--- config.mk ---
export PLATFORM = sky130hd
export DESIGN_NAME = ra_builder
export DESIGN_NICKNAME = d
export VERILOG_FILES = /design/src/rtl/ra_builder.sv
export SDC_FILE = /design/constraint.sdc
export NUM_CORES = 1
export LEC_CHECK = 0
export BUFFER_PORTS_ARGS = -buffer_cell sky130_fd_sc_hd__buf_4
export CAP_MARGIN = 20
export CORE_MARGIN = 2
export CORE_UTILIZATION = 30
export CTS_CLUSTER_DIAMETER = 100
export DETAILED_ROUTE_END_ITERATION = 16
export HOLD_SLACK_MARGIN = 0.12
export PLACE_DENSITY = 0.5
export SLEW_MARGIN = 10
export SYNTH_ARGS = -nofsm -noshare
export SYNTH_HDL_FRONTEND = slang
export SYNTH_SLANG_ARGS = --single-unit
--- constraint.sdc ---
create_clock -name clock -period 4.2 [get_ports clock]
set_input_delay 1.26 -clock clock [delete_from_list [all_inputs] [get_ports clock]]
set_output_delay 1.26 -clock clock [all_outputs]
set_load 0.01 [all_outputs]
--- src/rtl/ra_builder.sv ---
// Region-array builder: walks the tile grid and writes one CTRL word plus the per-list
// object pointer words for every tile. Optional build macro: RA_ZCLEAR_DIS_EN (adds ra_zclear_dis input).
//
// state | meaning
// IDLE  | waiting for ra_gen_trig; configuration latched when it arrives
// CTRL  | presenting the tile control word
// PTR   | presenting pointer words that are not the last one of the tile
// NEXT  | presenting the last pointer word; its acceptance steps to the next tile or to DONE
// DONE  | one-cycle completion pulse
module ra_builder (
   input  logic        clock,
   input  logic        reset_n,
   input  logic        ra_gen_trig,
   input  logic [31:0] FPU_PARAM_CFG,
   input  logic [31:0] REGION_BASE,
   input  logic [23:0] OL_BASE,
   input  logic [9:0]  OPB_BYTES,
   input  logic [4:0]  LIST_EN,
   input  logic [5:0]  TILE_X_MAX,
   input  logic [5:0]  TILE_Y_MAX,
`ifdef RA_ZCLEAR_DIS_EN
   input  logic        ra_zclear_dis,
`endif
   input  logic        ra_vram_wait,
   output logic        ra_vram_wr,
   output logic [23:0] ra_vram_addr,
   output logic [31:0] ra_vram_dout,
   output logic        ra_busy,
   output logic        ra_done
);

   typedef enum logic [2:0] {
      IDLE = 3'd0,
      CTRL = 3'd1,
      PTR  = 3'd2,
      NEXT = 3'd3,
      DONE = 3'd4
   } state_t;

   state_t      state_q, state_d;
   logic [23:0] addr_q, addr_d;
   logic [23:0] acc_q, acc_d;
   logic [2:0]  list_q, list_d;
   logic [5:0]  tile_x_q, tile_x_d;
   logic [5:0]  tile_y_q, tile_y_d;
   logic [5:0]  x_max_q, x_max_d;
   logic [5:0]  y_max_q, y_max_d;
   logic [9:0]  opb_q, opb_d;
   logic [4:0]  list_en_q, list_en_d;
   logic        v2_q, v2_d;
   logic        zclr_q, zclr_d;

   logic        zclr_in;
   logic        wr;
   logic [31:0] dout;
   logic        accept;
   logic        last_tile;
   logic        list_on;
   logic [2:0]  last_list;
   logic [31:0] ctrl_word;
   logic [31:0] ptr_word;
   logic        unused_cfg;

`ifdef RA_ZCLEAR_DIS_EN
   assign zclr_in = ra_zclear_dis;
`else
   assign zclr_in = 1'b0;
`endif

   assign unused_cfg = ^{FPU_PARAM_CFG[31:22], FPU_PARAM_CFG[20:0], REGION_BASE[31:24]};

   always_comb begin
      case (list_q)
         3'd0:    list_on = list_en_q[0];
         3'd1:    list_on = list_en_q[1];
         3'd2:    list_on = list_en_q[2];
         3'd3:    list_on = list_en_q[3];
         3'd4:    list_on = list_en_q[4];
         default: list_on = 1'b0;
      endcase
   end

   assign last_tile = (tile_x_q == x_max_q) && (tile_y_q == y_max_q);
   assign last_list = v2_q ? 3'd4 : 3'd3;
   assign ctrl_word = {last_tile, zclr_q, 16'd0, tile_y_q, tile_x_q, 2'b00};
   assign ptr_word  = list_on ? {8'h00, acc_q} : 32'h8000_0000;

   always_comb begin
      state_d   = state_q;
      addr_d    = addr_q;
      acc_d     = acc_q;
      list_d    = list_q;
      tile_x_d  = tile_x_q;
      tile_y_d  = tile_y_q;
      x_max_d   = x_max_q;
      y_max_d   = y_max_q;
      opb_d     = opb_q;
      list_en_d = list_en_q;
      v2_d      = v2_q;
      zclr_d    = zclr_q;
      wr        = 1'b0;
      dout      = 32'd0;
      accept    = 1'b0;

      case (state_q)
         IDLE: begin
            if (ra_gen_trig) begin
               addr_d    = REGION_BASE[23:0];
               acc_d     = OL_BASE;
               list_d    = 3'd0;
               tile_x_d  = 6'd0;
               tile_y_d  = 6'd0;
               x_max_d   = TILE_X_MAX;
               y_max_d   = TILE_Y_MAX;
               opb_d     = OPB_BYTES;
               list_en_d = LIST_EN;
               v2_d      = FPU_PARAM_CFG[21];
               zclr_d    = zclr_in;
               state_d   = CTRL;
            end
         end
         CTRL: begin
            wr     = 1'b1;
            dout   = ctrl_word;
            accept = ~ra_vram_wait;
            if (accept) begin
               addr_d  = addr_q + 24'd4;
               list_d  = 3'd0;
               state_d = PTR;
            end
         end
         PTR: begin
            wr     = 1'b1;
            dout   = ptr_word;
            accept = ~ra_vram_wait;
            if (accept) begin
               addr_d = addr_q + 24'd4;
               acc_d  = acc_q + {14'd0, opb_q};
               list_d = list_q + 3'd1;
               if (list_q + 3'd1 == last_list) begin
                  state_d = NEXT;
               end
            end
         end
         NEXT: begin
            wr     = 1'b1;
            dout   = ptr_word;
            accept = ~ra_vram_wait;
            if (accept) begin
               addr_d = addr_q + 24'd4;
               // v1 tiles never write the puncht slot but still reserve it
               acc_d  = v2_q ? acc_q + {14'd0, opb_q} : acc_q + {13'd0, opb_q, 1'b0};
               list_d = 3'd0;
               if (last_tile) begin
                  state_d = DONE;
               end else begin
                  state_d = CTRL;
                  if (tile_x_q == x_max_q) begin
                     tile_x_d = 6'd0;
                     tile_y_d = tile_y_q + 6'd1;
                  end else begin
                     tile_x_d = tile_x_q + 6'd1;
                  end
               end
            end
         end
         DONE: begin
            state_d = IDLE;
         end
         default: begin
            state_d = IDLE;
         end
      endcase
   end

   always_ff @(posedge clock or negedge reset_n) begin
      if (!reset_n) begin
         state_q   <= IDLE;
         addr_q    <= 24'd0;
         acc_q     <= 24'd0;
         list_q    <= 3'd0;
         tile_x_q  <= 6'd0;
         tile_y_q  <= 6'd0;
         x_max_q   <= 6'd0;
         y_max_q   <= 6'd0;
         opb_q     <= 10'd0;
         list_en_q <= 5'd0;
         v2_q      <= 1'b0;
         zclr_q    <= 1'b0;
      end else begin
         state_q   <= state_d;
         addr_q    <= addr_d;
         acc_q     <= acc_d;
         list_q    <= list_d;
         tile_x_q  <= tile_x_d;
         tile_y_q  <= tile_y_d;
         x_max_q   <= x_max_d;
         y_max_q   <= y_max_d;
         opb_q     <= opb_d;
         list_en_q <= list_en_d;
         v2_q      <= v2_d;
         zclr_q    <= zclr_d;
      end
   end

   assign ra_vram_wr   = wr;
   assign ra_vram_addr = addr_q;
   assign ra_vram_dout = dout;
   assign ra_busy      = (state_q == CTRL) || (state_q == PTR) || (state_q == NEXT);
   assign ra_done      = (state_q == DONE);

endmodule

== Yosys cells after proc, flatten, opt, wreduce, memory -nomap -nowiden ==
Index checks and enable logic that the tools add are counted.

* Flip-flop bits (word level): 94
* Output and inout port bits: 59
* Logic and storage cells: 89

* $add $sub $neg: 6
* Equal/unequal tests: 20
* Mux-type cells: 33
* Reduce and logical (&&, ||, !) cells: 19

{| class="wikitable"
|+ Operators with widths
! kind !! number
|-
| 24-bit two-way mux || 6
|-
| 24-bit one-hot mux with 3 select lines || 1
|-
| 32-bit one-hot mux with 2 select lines || 1
|-
| 24-bit one-hot mux with 2 select lines || 1
|-
| 6-bit two-way mux || 7
|-
| 32-bit two-way mux || 1
|-
| 3-bit two-way mux || 10
|-
| 24-bit by 10-bit adder with 24-bit output || 1
|-
| 24-bit by 11-bit adder with 24-bit output || 1
|-
| 24-bit by 3-bit adder with 24-bit output, second input constant || 1
|-
| 6-bit one-hot mux with 2 select lines || 2
|-
| 2-bit != test, second input constant || 9
|-
| 6-bit by 1-bit adder with 6-bit output, second input constant || 2
|-
| 3-bit by 2-bit == test with 1-bit output, second input constant || 4
|-
| 6-bit == test || 2
|-
| 3-bit one-hot mux with 4 select lines || 1
|-
| 4-bit AND reduction || 3
|-
| 5-bit AND reduction || 2
|-
| 3-bit one-hot mux with 3 select lines || 1
|-
| 3-bit by 1-bit == test with 1-bit output, second input constant || 2
|-
| 3-bit == test, second input constant || 2
|-
| 3-bit logical NOT || 2
|-
| 3-bit nonzero test || 2
|-
| 1-bit one-hot mux with 5 select lines || 1
|-
| other kinds (10) || 13
|}

== Logic depth before layout (Yosys ltp) ==
* Depth after elaboration: 5
* Mapped depth: 10
* Mapped depth without buffers: 10

== Worst setup path before layout ==
OpenSTA, ideal clock, no wires.

* Path type: reg2out
* Start point: register list_q[0]
* End point: output port ra_vram_dout[10]
* Arrival: 1,923 ps
* Path slack: 1,017 ps
* Cell stages (with the launch flop): 8
* Path buffers: 1
* Path through: dfrtp_1 > inv_1 > ha_1 > a22o_1 > a222oi_1 > nor2_1 > clkbuf_1 > a22o_1

* Cells in the longest elaborated chain, start to end: 4

{| class="wikitable"
|+ RTL lines
! element !! line !! source
|-
| start: declaration || 43 || <nowiki>logic [2:0] list_q, list_d;</nowiki>
|-
| start signal: assignment || 194 || <nowiki>list_q <= list_d;</nowiki>
|-
| 3-bit == test, or another cell as far along || 73 || <nowiki>case (list_q)</nowiki>
|-
| 1-bit one-hot mux with 5 select lines * || 73 ||
|-
| 32-bit two-way mux * || 86 || <nowiki>assign ptr_word = list_on ? {8'h00, acc_q} : 32'h8000_0000;</nowiki>
|-
| 32-bit one-hot mux with 2 select lines * || 105 || <nowiki>case (state_q)</nowiki>
|-
| end: declaration || 27 || <nowiki>output logic [31:0] ra_vram_dout,</nowiki>
|}

Every way passes the cells marked *; elsewhere a longest branch is shown, timed or not.

== Worst setup path in the final report ==
* Start point: register state_q[0]
* End point: output port ra_vram_wr

* Cells in the longest elaborated chain, start to end: 3

{| class="wikitable"
|+ RTL lines
! element !! line !! source
|-
| start: declaration || 40 || <nowiki>state_t state_q, state_d;</nowiki>
|-
| start signal: assignment || 191 || <nowiki>state_q <= state_d;</nowiki>
|-
| 3-bit by 1-bit == test with 1-bit output / 3-bit by 2-bit == test with 1-bit output (equally long branches) || 105 ||
|-
| 3-bit OR reduction (no line) * || n/a ||
|-
| 1-bit two-way mux * || 105 ||
|-
| end: declaration || 25 || <nowiki>output logic ra_vram_wr,</nowiki>
|}

Marked as above.

==> key figures <==
Cells and area
  – # fillers: 2,094
  – P&R area growth vs syn: 25.2%
  – Commonest non-fill, non-tap cell in the layout: buf_4
  – Most frequent cells in the layout: buf_4, dfrtp_1, a21oi_1
  – Nets: 984
  – Layout cells sized above 1: 24.4%
  – Inserted Diodes: 0

Routing
  – Detailed Route Iter0 Violations: 285
  – Pre-antenna DRT Iters: 4
  – ANT nets after route: 0
  – Vias per Instance: 5.28
  – Drt total wl: 19.7 mm
  – # DRC: 0
  – Avg WL per Cell: 17.8 um
  – Routed vias: 5,865

Worst setup path
  – Worst Path Required: 2.94 ns
  – CP startpoint kind: flip-flop
  – CP max FO: 13
  – Crit Path Category: reg2out
  – Arr. time, crit path: 2.70 ns
  – Critical path's slowest cell: nor2_1
  – Max incr delay on CP: 0.64 ns
  – Critical Path, Cell by Cell: inv_1, nor3_1, buf_4, nor2_1, inv_1, buf_4
  – CP endpoint kind: primary output

Clocking
  – CTS tree: yes
  – Clk Latency, worst-skew pair: 0.36 ns
  – Total CTS buffers: 9
  – Root Driver: clkbuf_16
  – Largest buffer count on any clock path: 2
  – Post-CTS Hold Buffers: 0
  – Clock net sink count: 94
  – H-Tree Depth: 3
  – CTS clk-pin slew, worst paths: 0.08 ns

Global route
  – Total GRT Usage: 18.1%
  – Antenna violations before repair: 0
  – Global route total overflow: 0
  – Vias in the first global route: 5,785
  – First-pass GRT wire length: 31.6 mm
  – Largest net degree at the start of global routing: 58

Power
  – Switching Fraction: 47.6%
  – Switch Pwr: 0.00302 W
  – Sequential Power Share: 28.6%
  – Clock share of power: 13.2%
  – Leakage: 3.46 nW
  – Cell area power density: 804 nW/um^2
  – P_int: 0.00332 W
  – Worst vdd ir: 0.260 mV
  – Combinational fraction of design power: 58.2%

Timing
  – Setup Skew: 0.0138 ns
  – Max Slew Vio Count: 0
  – Setup slack after layout: 0.240 ns
  – Slew HR: 38.7%
  – Fin Setup TNS: 0 ns
  – Min Tclk post-route: 3.96 ns
  – Max frequency: 253 MHz
  – Worst Tran Pin Value: 0.914 ns
  – Setup Viol. Count Final: 0
  – Fin crit share: 94.3%
  – Unrepaired setup endpoints after global routing: false
  – Fin. Hold Viols: 0

Synthesis
  – Area leader, netlist: dfrtp_1
  – Seq/Total Area, Yosys: 37.4%
  – Yosys Warn Count: 0
  – Distinct cells, synth: 66
  – Syn Area/Cell: 8.81 um^2
  – Synth top area cells: dfrtp_1, ha_1, mux2_2
  – Ys async rst share: 100%
  – Cells after Synth: 714
  – Top cell type's share of synthesized area: 37.4%
  – Flops & latches, synth: 94
  – Post-synth EDFFs: 0
  – Most used flip-flop cell after synthesis: dfrtp_1
  – Post-Syn Area: 6290 um^2

Die
  – Die area: 22,100 um^2
  – Initial Utilization: 30.8%
  – Row count: 52
  – I/O pins: 178
  – Die Height: 149 um
  – Die W: 149 um
  – Core Area: 20,400 um^2

Min path
  – Hold crit path type: reg2reg

Placed design
  – Pre-CTS setup slack: 0.573 ns
  – Routability cong.: 0.831
  – DPL Wire Length: 14.6 mm
  – Port Buf Inserts: 131

Flow run
  – Max-cap violation count: 0

Outcome
  – Status: completed
layer usage:
| layer | up-vias | part of all wire [%] | track usage [%] |
|---|---|---|---|
| li1 | 2888 | - | - |
| met1 | 2813 | 47 | 25.4 |
| met2 | 145 | 46 | 28.6 |
| met3 | 19 | 5.0 | 3.21 |
| met4 | 0 | 1.8 | 5.52 |
| met5 | - | 0 | 0 |
cell families (layout without fill, tap and decap cells):
logic type                 after synthesis  in the layout  synth area share [%]
AOI/OAI and AO/OA                      233            233                  23.9
DFF                                     94             94                  37.4
and+or+nand+nor                        232            232                  17.8
xor gates and xnor gates                34             34                  4.73
adders and majority gates               30             30                  6.20
buffers and inverters                   57            177                  4.04
other                                    1              7                0.0596
muxes                                   33             33                  5.87
power by group through the flow:
stage          clock, W  combinational, W  sequential (W)
2_1_floorplan         0           0.00261         0.00165
6_report       0.000839           0.00369         0.00181
3_3_place_gp          0           0.00367         0.00183
5_1_grt        0.000903           0.00414         0.00189
3_5_place_dp          0           0.00368         0.00183
4_1_cts        0.000872           0.00370         0.00181
cell type report:
class | instances | area (um^2) | area share, %
clock buffers | 9 | 225 | 2.86
well taps | 270 | 338 | 4.29
flip-flops and latches | 94 | 2350 | 29.9
repair buffers | 147 | 1120 | 14.2
multi-input cells | 569 | 3730 | 47.4
inverters | 14 | 52.6 | 0.667
clock inverters | 7 | 62.6 | 0.794
worst paths after layout:
kind / startpoint / cells after the start / endpoint / slack [ns]
max: state_q[0] / 6 / ra_vram_wr / 0.24
min: list_en_q[4] / 1 / list_en_q[4] / 0.51
max reg2reg: acc_q[2] / 8 / acc_q[14] / 1.11
min reg2reg: list_en_q[4] / 1 / list_en_q[4] / 0.51
max in group asynchronous: reset_n / 2 / list_q[0] / 2.62
min in group asynchronous: reset_n / 1 / acc_q[7] / 0.88
what timing repair did:
| action | CTS | global route |
|---|---|---|
| setup buffers | 0 | 0 |
| endpoints found under the setup margin | 0 | 5 |
| gates resized for setup | 0 | 1 |
worst max-delay path: cells and delay by family (launching register included):
| family | cells | cell delay (ns) |
|---|---|---|
| buffers and inverters | 4 | 1.14 |
| flip-flops | 1 | 0.49 |
| AND/OR/NAND/NOR | 2 | 0.71 |
state kept, by name (all words and copies together), names as in the netlist, 5 cells and up:
name,cells
ra_vram_addr,24
x_max_q,6
y_max_q,6
acc_q,24
tile_x_q,6
list_en_q,5
tile_y_q,6
opb_q,10
cell usage after synthesis (3+ instances only):
| library cell | instances |
|---|---|
| o21ai_0 | 62 |
| nand3b_1 | 5 |
| nor4_1 | 6 |
| nand4_1 | 11 |
| clkbuf_1 | 25 |
| nand2_1 | 61 |
| nor2b_1 | 6 |
| a31oi_1 | 8 |
| xor2_1 | 22 |
| nor2_1 | 59 |
| nand2b_1 | 5 |
| buf_4 | 8 |
| o31ai_1 | 3 |
| a221oi_1 | 5 |
| ha_1 | 28 |
| xnor2_1 | 12 |
| or3_1 | 5 |
| nor3_1 | 20 |
| a21o_1 | 8 |
| and3_1 | 7 |
| o21bai_1 | 3 |
| a221o_1 | 4 |
| a222oi_1 | 5 |
| inv_1 | 14 |
| a21oi_1 | 64 |
| dfrtp_1 | 94 |
| and2_1 | 15 |
| o22ai_1 | 14 |
| a211oi_1 | 7 |
| buf_2 | 8 |
| o211ai_1 | 5 |
| nand3_1 | 23 |
| a22o_1 | 14 |
| a22oi_1 | 5 |
| mux2_2 | 30 |
stage by stage:
step	hold WS (ns)	total power (W)	utilization, %	cells	area [um^2]
4_1_cts	0.515	0.00638	38.6	1110	7880
5_1_grt	0.524	0.00693	38.6	1110	7880
6_report	0.511	0.00634	38.6	1110	7880
3_5_place_dp	0.493	0.00551	37.2	1094	7590
2_1_floorplan	0.469	0.00426	-	720	6310
3_3_place_gp	0.486	0.00550	37.2	1094	7590
Note: power is estimated with default switching activity, not from simulation.
